--- src/rtl/enc_pkg.sv ---
// Shared definitions for the Gray/binary conversion blocks: the default
// Gray word width and the state type of the iterative decoder.
package enc_pkg;

  // Width of the team's Gray-coded pointer/position words.
  localparam int GRAY_W = 10;

  // Decoder control states.
  typedef enum logic [1:0] {
    IDLE = 2'd0,
    CONV = 2'd1,
    DONE = 2'd2
  } state_t;

endpackage

--- src/rtl/dec_gray2bin_seq_if.sv ---
// Handshake bundle of the iterative Gray-to-binary decoder: one valid/ready
// channel carrying the Gray word in, one carrying the binary word out, plus
// a busy indication.
interface dec_gray2bin_seq_if #(
  parameter int W = enc_pkg::GRAY_W
);

  logic         in_valid;
  logic         in_ready;
  logic [W-1:0] in_gray;
  logic         out_valid;
  logic         out_ready;
  logic [W-1:0] out_bin;
  logic         busy;

  // Upstream producer / downstream consumer side.
  modport master (
    output in_valid,
    output in_gray,
    output out_ready,
    input  in_ready,
    input  out_valid,
    input  out_bin,
    input  busy
  );

  // Decoder side.
  modport slave (
    input  in_valid,
    input  in_gray,
    input  out_ready,
    output in_ready,
    output out_valid,
    output out_bin,
    output busy
  );

  // Passive observer.
  modport monitor (
    input in_valid,
    input in_gray,
    input out_ready,
    input in_ready,
    input out_valid,
    input out_bin,
    input busy
  );

endinterface

--- src/rtl/dec_gray2bin_seq.sv ---
// Iterative Gray-to-binary decoder. A Gray word is captured on the input
// handshake, the MSB is copied straight through and the remaining bits are
// resolved one per clock, MSB first, as bin[i] = bin[i+1] ^ gray[i]. The
// finished word is held on a registered output until the consumer takes it.
// In DONE a new word may be accepted on the same edge the result is taken,
// giving one word per W cycles under back-to-back traffic.
module dec_gray2bin_seq
  import enc_pkg::*;
#(
  parameter int W = GRAY_W
) (
  input  logic                clk,
  input  logic                rst,
  dec_gray2bin_seq_if.slave   bus
);

  // Bit index counter is at least one bit wide even for W == 1.
  localparam int IW = (W > 1) ? $clog2(W) : 1;
  // First bit resolved after the MSB; unused when W == 1.
  localparam logic [IW-1:0] IDX_INIT = (W > 1) ? IW'(W - 2) : '0;

  state_t        state_r;
  state_t        state_nxt_s;
  logic [W-1:0]  g_r;
  logic [W-1:0]  g_nxt_s;
  logic [W-1:0]  b_r;
  logic [W-1:0]  b_nxt_s;
  logic [IW-1:0] idx_r;
  logic [IW-1:0] idx_nxt_s;
  logic [W-1:0]  out_bin_r;
  logic [W-1:0]  out_bin_nxt_s;
  logic          out_valid_r;
  logic          busy_r;
  logic          in_ready_s;
  logic          accept_s;

  // The decoder can take a word in IDLE, or in DONE when the held result is
  // being taken in the same cycle; forced low while reset is applied.
  always_comb begin
    in_ready_s = 1'b0;
    if (rst) begin
      in_ready_s = 1'b0;
    end else if (state_r == IDLE) begin
      in_ready_s = 1'b1;
    end else if (state_r == DONE) begin
      in_ready_s = bus.out_ready;
    end else begin
      in_ready_s = 1'b0;
    end
  end

  // State register.
  always_ff @(posedge clk or posedge rst) begin
    if (rst) begin
      state_r <= IDLE;
    end else begin
      state_r <= state_nxt_s;
    end
  end

  // Next-state logic and input accept decision.
  always_comb begin
    state_nxt_s = state_r;
    accept_s    = 1'b0;
    case (state_r)
      IDLE: begin
        if (bus.in_valid) begin
          accept_s    = 1'b1;
          state_nxt_s = (W == 1) ? DONE : CONV;
        end else begin
          state_nxt_s = IDLE;
        end
      end
      CONV: begin
        if (idx_r == '0) begin
          state_nxt_s = DONE;
        end else begin
          state_nxt_s = CONV;
        end
      end
      DONE: begin
        if (bus.out_ready && bus.in_valid) begin
          accept_s    = 1'b1;
          state_nxt_s = (W == 1) ? DONE : CONV;
        end else if (bus.out_ready) begin
          state_nxt_s = IDLE;
        end else begin
          state_nxt_s = DONE;
        end
      end
      default: begin
        state_nxt_s = IDLE;
      end
    endcase
  end

  // Datapath next values: capture on accept, otherwise resolve one bit per
  // CONV cycle; the result register only loads when DONE is being entered
  // (or re-entered with a fresh word), so partial words are never shown.
  always_comb begin
    g_nxt_s       = g_r;
    b_nxt_s       = b_r;
    idx_nxt_s     = idx_r;
    out_bin_nxt_s = out_bin_r;
    if (accept_s) begin
      g_nxt_s        = bus.in_gray;
      b_nxt_s        = '0;
      b_nxt_s[W-1]   = bus.in_gray[W-1];
      idx_nxt_s      = IDX_INIT;
    end else if (state_r == CONV) begin
      for (int i = 0; i < W - 1; i++) begin
        if (idx_r == IW'(i)) begin
          b_nxt_s[i] = b_r[i+1] ^ g_r[i];
        end else begin
          b_nxt_s[i] = b_r[i];
        end
      end
      if (idx_r != '0) begin
        idx_nxt_s = idx_r - 1'b1;
      end else begin
        idx_nxt_s = idx_r;
      end
    end else begin
      idx_nxt_s = idx_r;
    end
    if ((state_nxt_s == DONE) && ((state_r != DONE) || accept_s)) begin
      out_bin_nxt_s = b_nxt_s;
    end else begin
      out_bin_nxt_s = out_bin_r;
    end
  end

  // Datapath and registered status outputs.
  always_ff @(posedge clk or posedge rst) begin
    if (rst) begin
      g_r         <= '0;
      b_r         <= '0;
      idx_r       <= '0;
      out_bin_r   <= '0;
      out_valid_r <= 1'b0;
      busy_r      <= 1'b0;
    end else begin
      g_r         <= g_nxt_s;
      b_r         <= b_nxt_s;
      idx_r       <= idx_nxt_s;
      out_bin_r   <= out_bin_nxt_s;
      out_valid_r <= (state_nxt_s == DONE);
      busy_r      <= (state_nxt_s == CONV);
    end
  end

  assign bus.in_ready  = in_ready_s;
  assign bus.out_valid = out_valid_r;
  assign bus.out_bin   = out_bin_r;
  assign bus.busy      = busy_r;

endmodule

--- src/flat_wrapper.sv ---
// flat-port wrapper written by rule: the top's interface ports become plain ports
module dec_gray2bin_seq_flat import enc_pkg::*;
#(
  parameter int W = GRAY_W
)
  (clk, rst, bus_in_valid, bus_in_gray, bus_out_ready, bus_in_ready, bus_out_valid, bus_out_bin, bus_busy);
  dec_gray2bin_seq_if #(.W(W)) bus_i ();
  input  logic clk;
  input  logic rst;
  input wire logic [$bits(bus_i.in_valid)-1:0] bus_in_valid;
  input wire logic [$bits(bus_i.in_gray)-1:0] bus_in_gray;
  input wire logic [$bits(bus_i.out_ready)-1:0] bus_out_ready;
  output wire logic [$bits(bus_i.in_ready)-1:0] bus_in_ready;
  output wire logic [$bits(bus_i.out_valid)-1:0] bus_out_valid;
  output wire logic [$bits(bus_i.out_bin)-1:0] bus_out_bin;
  output wire logic [$bits(bus_i.busy)-1:0] bus_busy;
  assign bus_i.in_valid = bus_in_valid;
  assign bus_i.in_gray = bus_in_gray;
  assign bus_i.out_ready = bus_out_ready;
  assign bus_in_ready = bus_i.in_ready;
  assign bus_out_valid = bus_i.out_valid;
  assign bus_out_bin = bus_i.out_bin;
  assign bus_busy = bus_i.busy;
  dec_gray2bin_seq #(.W(W)) u_core (.clk(clk), .rst(rst), .bus(bus_i));
endmodule
--- config.mk ---
export PLATFORM = sky130hd
export DESIGN_NAME = dec_gray2bin_seq_flat
export DESIGN_NICKNAME = d
export VERILOG_FILES = /design/src/rtl/enc_pkg.sv /design/src/rtl/dec_gray2bin_seq_if.sv /design/src/rtl/dec_gray2bin_seq.sv /design/src/flat_wrapper.sv
export SDC_FILE = /design/constraint.sdc
export NUM_CORES = 1
export LEC_CHECK = 0
export CAP_MARGIN = 15
export CORE_ASPECT_RATIO = 0.8
export CORE_MARGIN = 2
export CORE_UTILIZATION = 35
export CTS_CLUSTER_SIZE = 10
export DETAILED_ROUTE_END_ITERATION = 7
export SYNTH_ARGS = -nofsm -noshare
export SYNTH_HDL_FRONTEND = slang
export SYNTH_SLANG_ARGS = --single-unit
--- constraint.sdc ---
create_clock -name clk -period 2.4 [get_ports clk]
set_clock_uncertainty 0.15 [all_clocks]
set_input_delay 0.48 -clock clk [delete_from_list [all_inputs] [get_ports clk]]
set_output_delay 0.48 -clock clk [all_outputs]
set_load 0.02 [all_outputs]
==> qor.yml, run 1 <==
total_power_mw: 2.636
hold_slack_ps: 340.5
synth_top_cells_by_count: "dfrtp_1, mux2_2, xnor2_1"
run_status: "complete, no violations"
syn_avg_cell_area_um2: 11.72
grt_pass1_wl_mm: 5.713
slew_viol_final: 0
yosysTopAreaCellShare_pct: 53.37
drive_gt1_share_pct: 18.39
finalCritPeriodShare_pct: 89.11
finalSetupViolations: 0
nets: 194
rr_endpoint: "u_core.bus.out_bin[2]$_DFFE_PP0P_"
ctsHoldBuffers: 0
rows: 22
cts_setup_buffers: 0
placedCellCount: 229
clkSlewWorstSetupHoldPaths_ps: 70
overflow: 0
drt_pass1_iterations: 4
crit_path_start: "bus_out_ready"
grt_max_degree: 37
drtAntennaViolNets: 0
hp-start: "u_core.bus.out_bin[4]$_DFFE_PP0P_"
port-buffer-count: 26
critPathKind: "in -> out"
synthArstFlopShare_pct: 100.0
fp.dieW_um: 81.64
critPathArrivalTime_ps: 1510
via_per_inst: 4.838
r2r.worst_path.cells: 6
io_pins: 27
period_minus_slack_ps: 2139
ys_types: 29
core_um2: 4624
crit_required_ps: 1770
cts_tree: "built"
final_core_util_pct: 45.43
worst_pin_slew_ps: 626.2
numCtsBuffers: 5
cts_resized: 1
regArea_um2: 900.9
fillers: 446
ys_ff_latch: 36
tns_ps: 0
drt_iter0_drc: 39
holdPathEnd: "u_core.bus.out_bin[4]$_DFFE_PP0P_"
p_per_area_nw_per_um2: 1255
grtUsageTotal_pct: 14.31
synth_area_leaders: "dfrtp_1, mux2_2, xnor2_1"
max_freq_mhz: 467.6
r2r-start: "u_core.idx_r[0]$_DFFE_PP0P_"
r2r_slack_ps: 400
routed_wl_mm: 3.258
cp_max_fo: 2
synth.yosys.seq_area_share_pct: 53.37
antenna_found_initial: 0
cts_root_buf: "clkbuf_8"
finalHoldViolCount: 0
globalplace.congestion: 0.7448
min_path_type: "reg -> reg"
h-tree-depth: 2
maxCapViolations: 0
netlist_area_um2: 1688
rsz0062_at_grt: "no"
clkSinkCount: 36
synth_cells: 144
fp.dieH_um: 66.11
layout.cells.non_filler: 234
routedWlPerCell_um: 13.92
yosysMostFrequentCell: "dfrtp_1"
ys_warn_count: 0
num_vias: 1132
peakVddDrop_mv: 0.5345
grt_pass1_vias: 1198
yosysTopAreaCell: "dfrtp_1"
p_leak_nw: 0.9486
startpoint_type: "primary input"
start_util_pct: 36.50
slew_headroom_pct: 58.26
dp.final_hpwl_mm: 2.330
drc_errors: 0
area_delta_synth_final_pct: 24.46
dieArea_um2: 5397
antenna_cells: 0
min_delay_path_depth: 2
synth_nets: 162
clockBufferDepth: 2
insertion_delay_ps: 280
ys.flop_type: "dfrtp_1"
multi_input_area_um2: 729.5
crit_path_end_kind: "primary output"
synth_edf_count: 0
[cell families after synthesis]
kind of cell	count (synthesis)	synth area share (%)
AND/OR/NAND/NOR	42	14.16
flip-flops	36	53.37
AO/OA/AOI/OAI	20	8.228
multiplexers	17	11.34
buffers and inverters	13	3.706
XOR/XNOR	12	6.227
adder cells (fa/ha/maj)	4	2.965
[final cells by class]
| cell class | count | area share [%] |
|---|---|---|
| flip-flops and latches | 36 | 42.88 |
| multi-input cells | 95 | 34.72 |
| repair buffers | 32 | 14.47 |
| well taps | 60 | 3.574 |
| clock buffers | 5 | 3.276 |
| inverters | 6 | 1.072 |
[flip-flops by register name, indices dropped and copies added (netlist names)]
| register | flops |
|---|---|
| u_core.state_r | 2 |
| u_core.b_r | 9 |
| u_core.bus.out_bin | 10 |
| u_core.bus.busy | 1 |
| u_core.g_r | 9 |
| u_core.bus.out_valid | 1 |
| u_core.idx_r | 4 |
[routing by layer]
metal / GRT usage (%) / routed length [um] / vias to the layer above
li1: - / - / 559
met1: 20.23 / 1708 / 537
met2: 20.70 / 1322 / 31
met3: 3.962 / 189 / 5
met4: 5.625 / 38 / 0
met5: 0 / 0 / -
[per-stage QoR]
stage,cell area (um^2),setup WS [ps]
after global placement,2033,10.25
after floorplan,1688,493.8
after global routing,2101,196.2
final,2101,261.5
after detailed placement,2033,-15.88
after CTS,2101,261.3
[worst max path at each step]
| stage | to | depth (start not counted) |
|---|---|---|
| 2_1_floorplan | u_core.bus.out_bin[2]$_DFFE_PP0P_ | 6 |
| 3_3_place_gp | bus_in_ready | 4 |
| 3_5_place_dp | bus_in_ready | 4 |
| 4_1_cts | bus_in_ready | 4 |
| 5_1_grt | bus_in_ready | 4 |
| 6_report | bus_in_ready | 4 |
[worst max-delay path, cell delays in order]
cell and delay [ps]:
clkdlybuf4s50_1 490, nor2b_1 70, nor3_1 120, dlygate4sd2_1 350
[cell usage in the layout, fill, tap and decap left out, drive strengths merged, types with 3 or more instances in the layout]
cell type	instances
nor2	7
nor3	5
buf	6
xnor2	11
clkdlybuf4s50	25
a21oi	4
nand2b	5
nor3b	3
inv	6
and3	3
ha	4
clkbuf	5
a211o	5
nand3b	5
o21ai	5
nand2	6
dfrtp	36
mux2	17
[power breakdown]
group / internal (mW) / switching, mW
Clock: 0.187 / 0.187
Combinational: 0.613 / 0.549
Sequential: 0.873 / 0.227
Total: 1.67 / 0.963
Note: power is estimated with default switching activity, not from simulation.
==> run 2, diff against run 1 <==
- SLEW_MARGIN: default -> 20
==> results of run 2 <==
No change in the layout: final DEF, timing and power equal those of run 1.
==> run 3, diff against run 2 <==
--- a/config.mk
+++ b/config.mk
@@ -13,2 +13,3 @@
 export DETAILED_ROUTE_END_ITERATION = 7
+export DONT_BUFFER_PORTS = 1
 export SLEW_MARGIN = 20
--- a/constraint.sdc
+++ b/constraint.sdc
@@ -4,2 +4,2 @@
 set_output_delay 0.48 -clock clk [all_outputs]
-set_load 0.02 [all_outputs]
+set_load 0.05 [all_outputs]
==> qor.yml, run 3 (synthesis gave the netlist of run 1 again) <==
run_status: "complete, no violations"
tns_ps: 0  # unchanged
r2r.worst_path.cells: 6  # unchanged
mostFrequentLayoutCell: "dfrtp_1"
r2r_slack_ps: 370  # -30 ps
crit_required_ps: 2420  # +650 ps
area_delta_synth_final_pct: 11.27
cp_max_fo: 5  # +3
port-buffer-count: 0  # -100%
cts_resized: 0  # -1
overflow: 0  # unchanged
clkSinkCount: 36  # unchanged
critPathArrivalTime_ps: 2050  # +540 ps
dp.final_hpwl_mm: 2.448  # +5.1%
core_um2: 4624  # unchanged
h-tree-depth: 2  # unchanged
cp_slowest_stage_delay_ps: 430  # -60 ps
antenna_found_initial: 0  # unchanged
finalSetupViolations: 0  # unchanged
p_leak_nw: 0.8607  # -9.3%
wl_met1_mm: 1.679  # -1.7%
slew_viol_final: 0  # unchanged
period_minus_slack_ps: 2029  # -109.8 ps
cpLargestDelayFamily: "simple AND/OR/NAND/NOR gates"
clkSlewWorstSetupHoldPaths_ps: 70  # about the same
largest_reg_flops: 10  # unchanged
grt_pass1_wl_mm: 5.644  # -1.2%
fp.dieW_um: 81.64  # unchanged
start_util_pct: 36.50  # unchanged
ctsHoldBuffers: 0  # unchanged
maxCapViolations: 0  # unchanged
peakVddDrop_mv: 0.4882  # -8.6%
highest_layer: "met4"
place_ws_ps: 401.8  # +417.7 ps
multi_input_area_um2: 729.5  # unchanged
cp_cell_sequence: "inv_1 > ha_1 > or3b_1 > and3_1 > a211o_1 > mux2_2"
cts_root_buf: "clkbuf_8"
path_depth: 6  # +2
finalCritPeriodShare_pct: 84.53  # -4.6 points
dieArea_um2: 5397  # unchanged
slew_headroom_pct: 52.01  # -6.2 points
route.met3.wl_um: 237  # +25%
grtUsageTotal_pct: 14.17  # -0.15 points
globalplace.congestion: 0.7774  # +4.4%
startpoint_type: "register"
regArea_um2: 900.9  # unchanged
antenna_cells: 0  # unchanged
grt_max_degree: 20  # -46%
finalHoldViolCount: 0  # unchanged
routed_wl_mm: 3.319  # +1.9%
drive_gt1_share_pct: 21.48  # +3.1 points
via_per_inst: 5.077  # +4.9%
rsz0062_at_grt: "no"
rows: 22  # unchanged
rr_endpoint: "u_core.bus.out_bin[2]$_DFFE_PP0P_"
met2_length_mm: 1.386  # +4.8%
numCtsBuffers: 5  # unchanged
critPathKind: "reg -> reg"
fp.dieH_um: 66.11  # unchanged
cts_tree: "built"
clockBufferDepth: 2  # unchanged
drt_pass1_iterations: 4  # unchanged
layout_common_cells: "dfrtp_1, mux2_2, xnor2_1"
drtAntennaViolNets: 0  # unchanged
postLayoutSetupSlackWorst_ps: 371.2  # +109.8 ps
max_freq_mhz: 492.9  # +5.4%
final_core_util_pct: 40.61  # -4.8 points
drc_errors: 0  # unchanged
worst_pin_slew_ps: 719.1  # +92.92 ps
routedWlPerCell_um: 15.88  # +14%
crit_path_end_kind: "register"
p_per_area_nw_per_um2: 1496  # +19%
critical_path_buf_inv_count: 1  # -1
grt_pass1_vias: 1145  # -4.4%
io_pins: 27  # unchanged
drt_iter0_drc: 46  # +18%
insertion_delay_ps: 290  # about the same
min_path_type: "in -> async"
critPathSlowestCell: "dfrtp_1"
r2r-start: "u_core.idx_r[0]$_DFFE_PP0P_"
cts_setup_buffers: 0  # unchanged
num_vias: 1061  # -6.3%
nets: 166  # -14%
fillers: 447  # +0.22%
==> run 3: worst max path at each step <==
stage | slack (ps) | start | endpoint
floorplan | 190 | bus_out_ready | bus_in_ready
finish | 370 | u_core.idx_r[0]$_DFFE_PP0P_ | u_core.bus.out_bin[2]$_DFFE_PP0P_
global route | 260 | u_core.state_r[0]$_DFF_PP0_ | u_core.bus.out_bin[5]$_DFFE_PP0P_
CTS | 380 | u_core.idx_r[0]$_DFFE_PP0P_ | u_core.bus.out_bin[2]$_DFFE_PP0P_
detailed placement | 400 | u_core.idx_r[0]$_DFFE_PP0P_ | u_core.bus.out_bin[2]$_DFFE_PP0P_
global placement | 460 | u_core.idx_r[0]$_DFFE_PP0P_ | u_core.bus.out_bin[2]$_DFFE_PP0P_
==> run 3: through the flow <==
step / hold slack [ps] / power, mW / cells / area [um^2]
after global routing: 97.92 / 3.018 / 209 / 1878
after detailed placement: 371.2 / 2.313 / 201 / 1770
after global placement: 365.0 / 2.266 / 201 / 1770
final: 46.31 / 2.810 / 209 / 1878
after floorplan: 350.8 / 2.097 / 144 / 1688
after CTS: 70.25 / 2.837 / 209 / 1878
==> run 3: metal layers <==
metal	track usage (%)	up-vias
met4	3.125	0
met3	5.328	3
met1	20.71	522
met5	0	-
met2	19.77	29
li1	-	507
==> run 3: cell type report <==
type,count,area share [%]
Tap cell,60,3.997
Clock buffer,6,3.864
Timing Repair Buffer,4,2.265
Multi-Input combinational cell,95,38.84
Clock inverter,2,1.865
Sequential cell,36,47.97
Inverter,6,1.199
==> run 3: worst reg2reg max path, delay by kind of cell, from the launching register on <==
| family | cells | cell delay [ps] |
|---|---|---|
| AND/OR/NAND/NOR | 2 | 570 |
| adder cells (fa/ha/maj) | 1 | 170 |
| AO/OA/AOI/OAI | 1 | 240 |
| buffers and inverters | 1 | 100 |
| multiplexers | 1 | 260 |
| flip-flops | 1 | 430 |
==> run 3: power breakdown <==
group          switching (mW)  internal [mW]  leakage [nW]
logic                   0.446          0.457         0.349
clock network           0.213          0.308        0.0552
registers               0.520          0.867         0.457
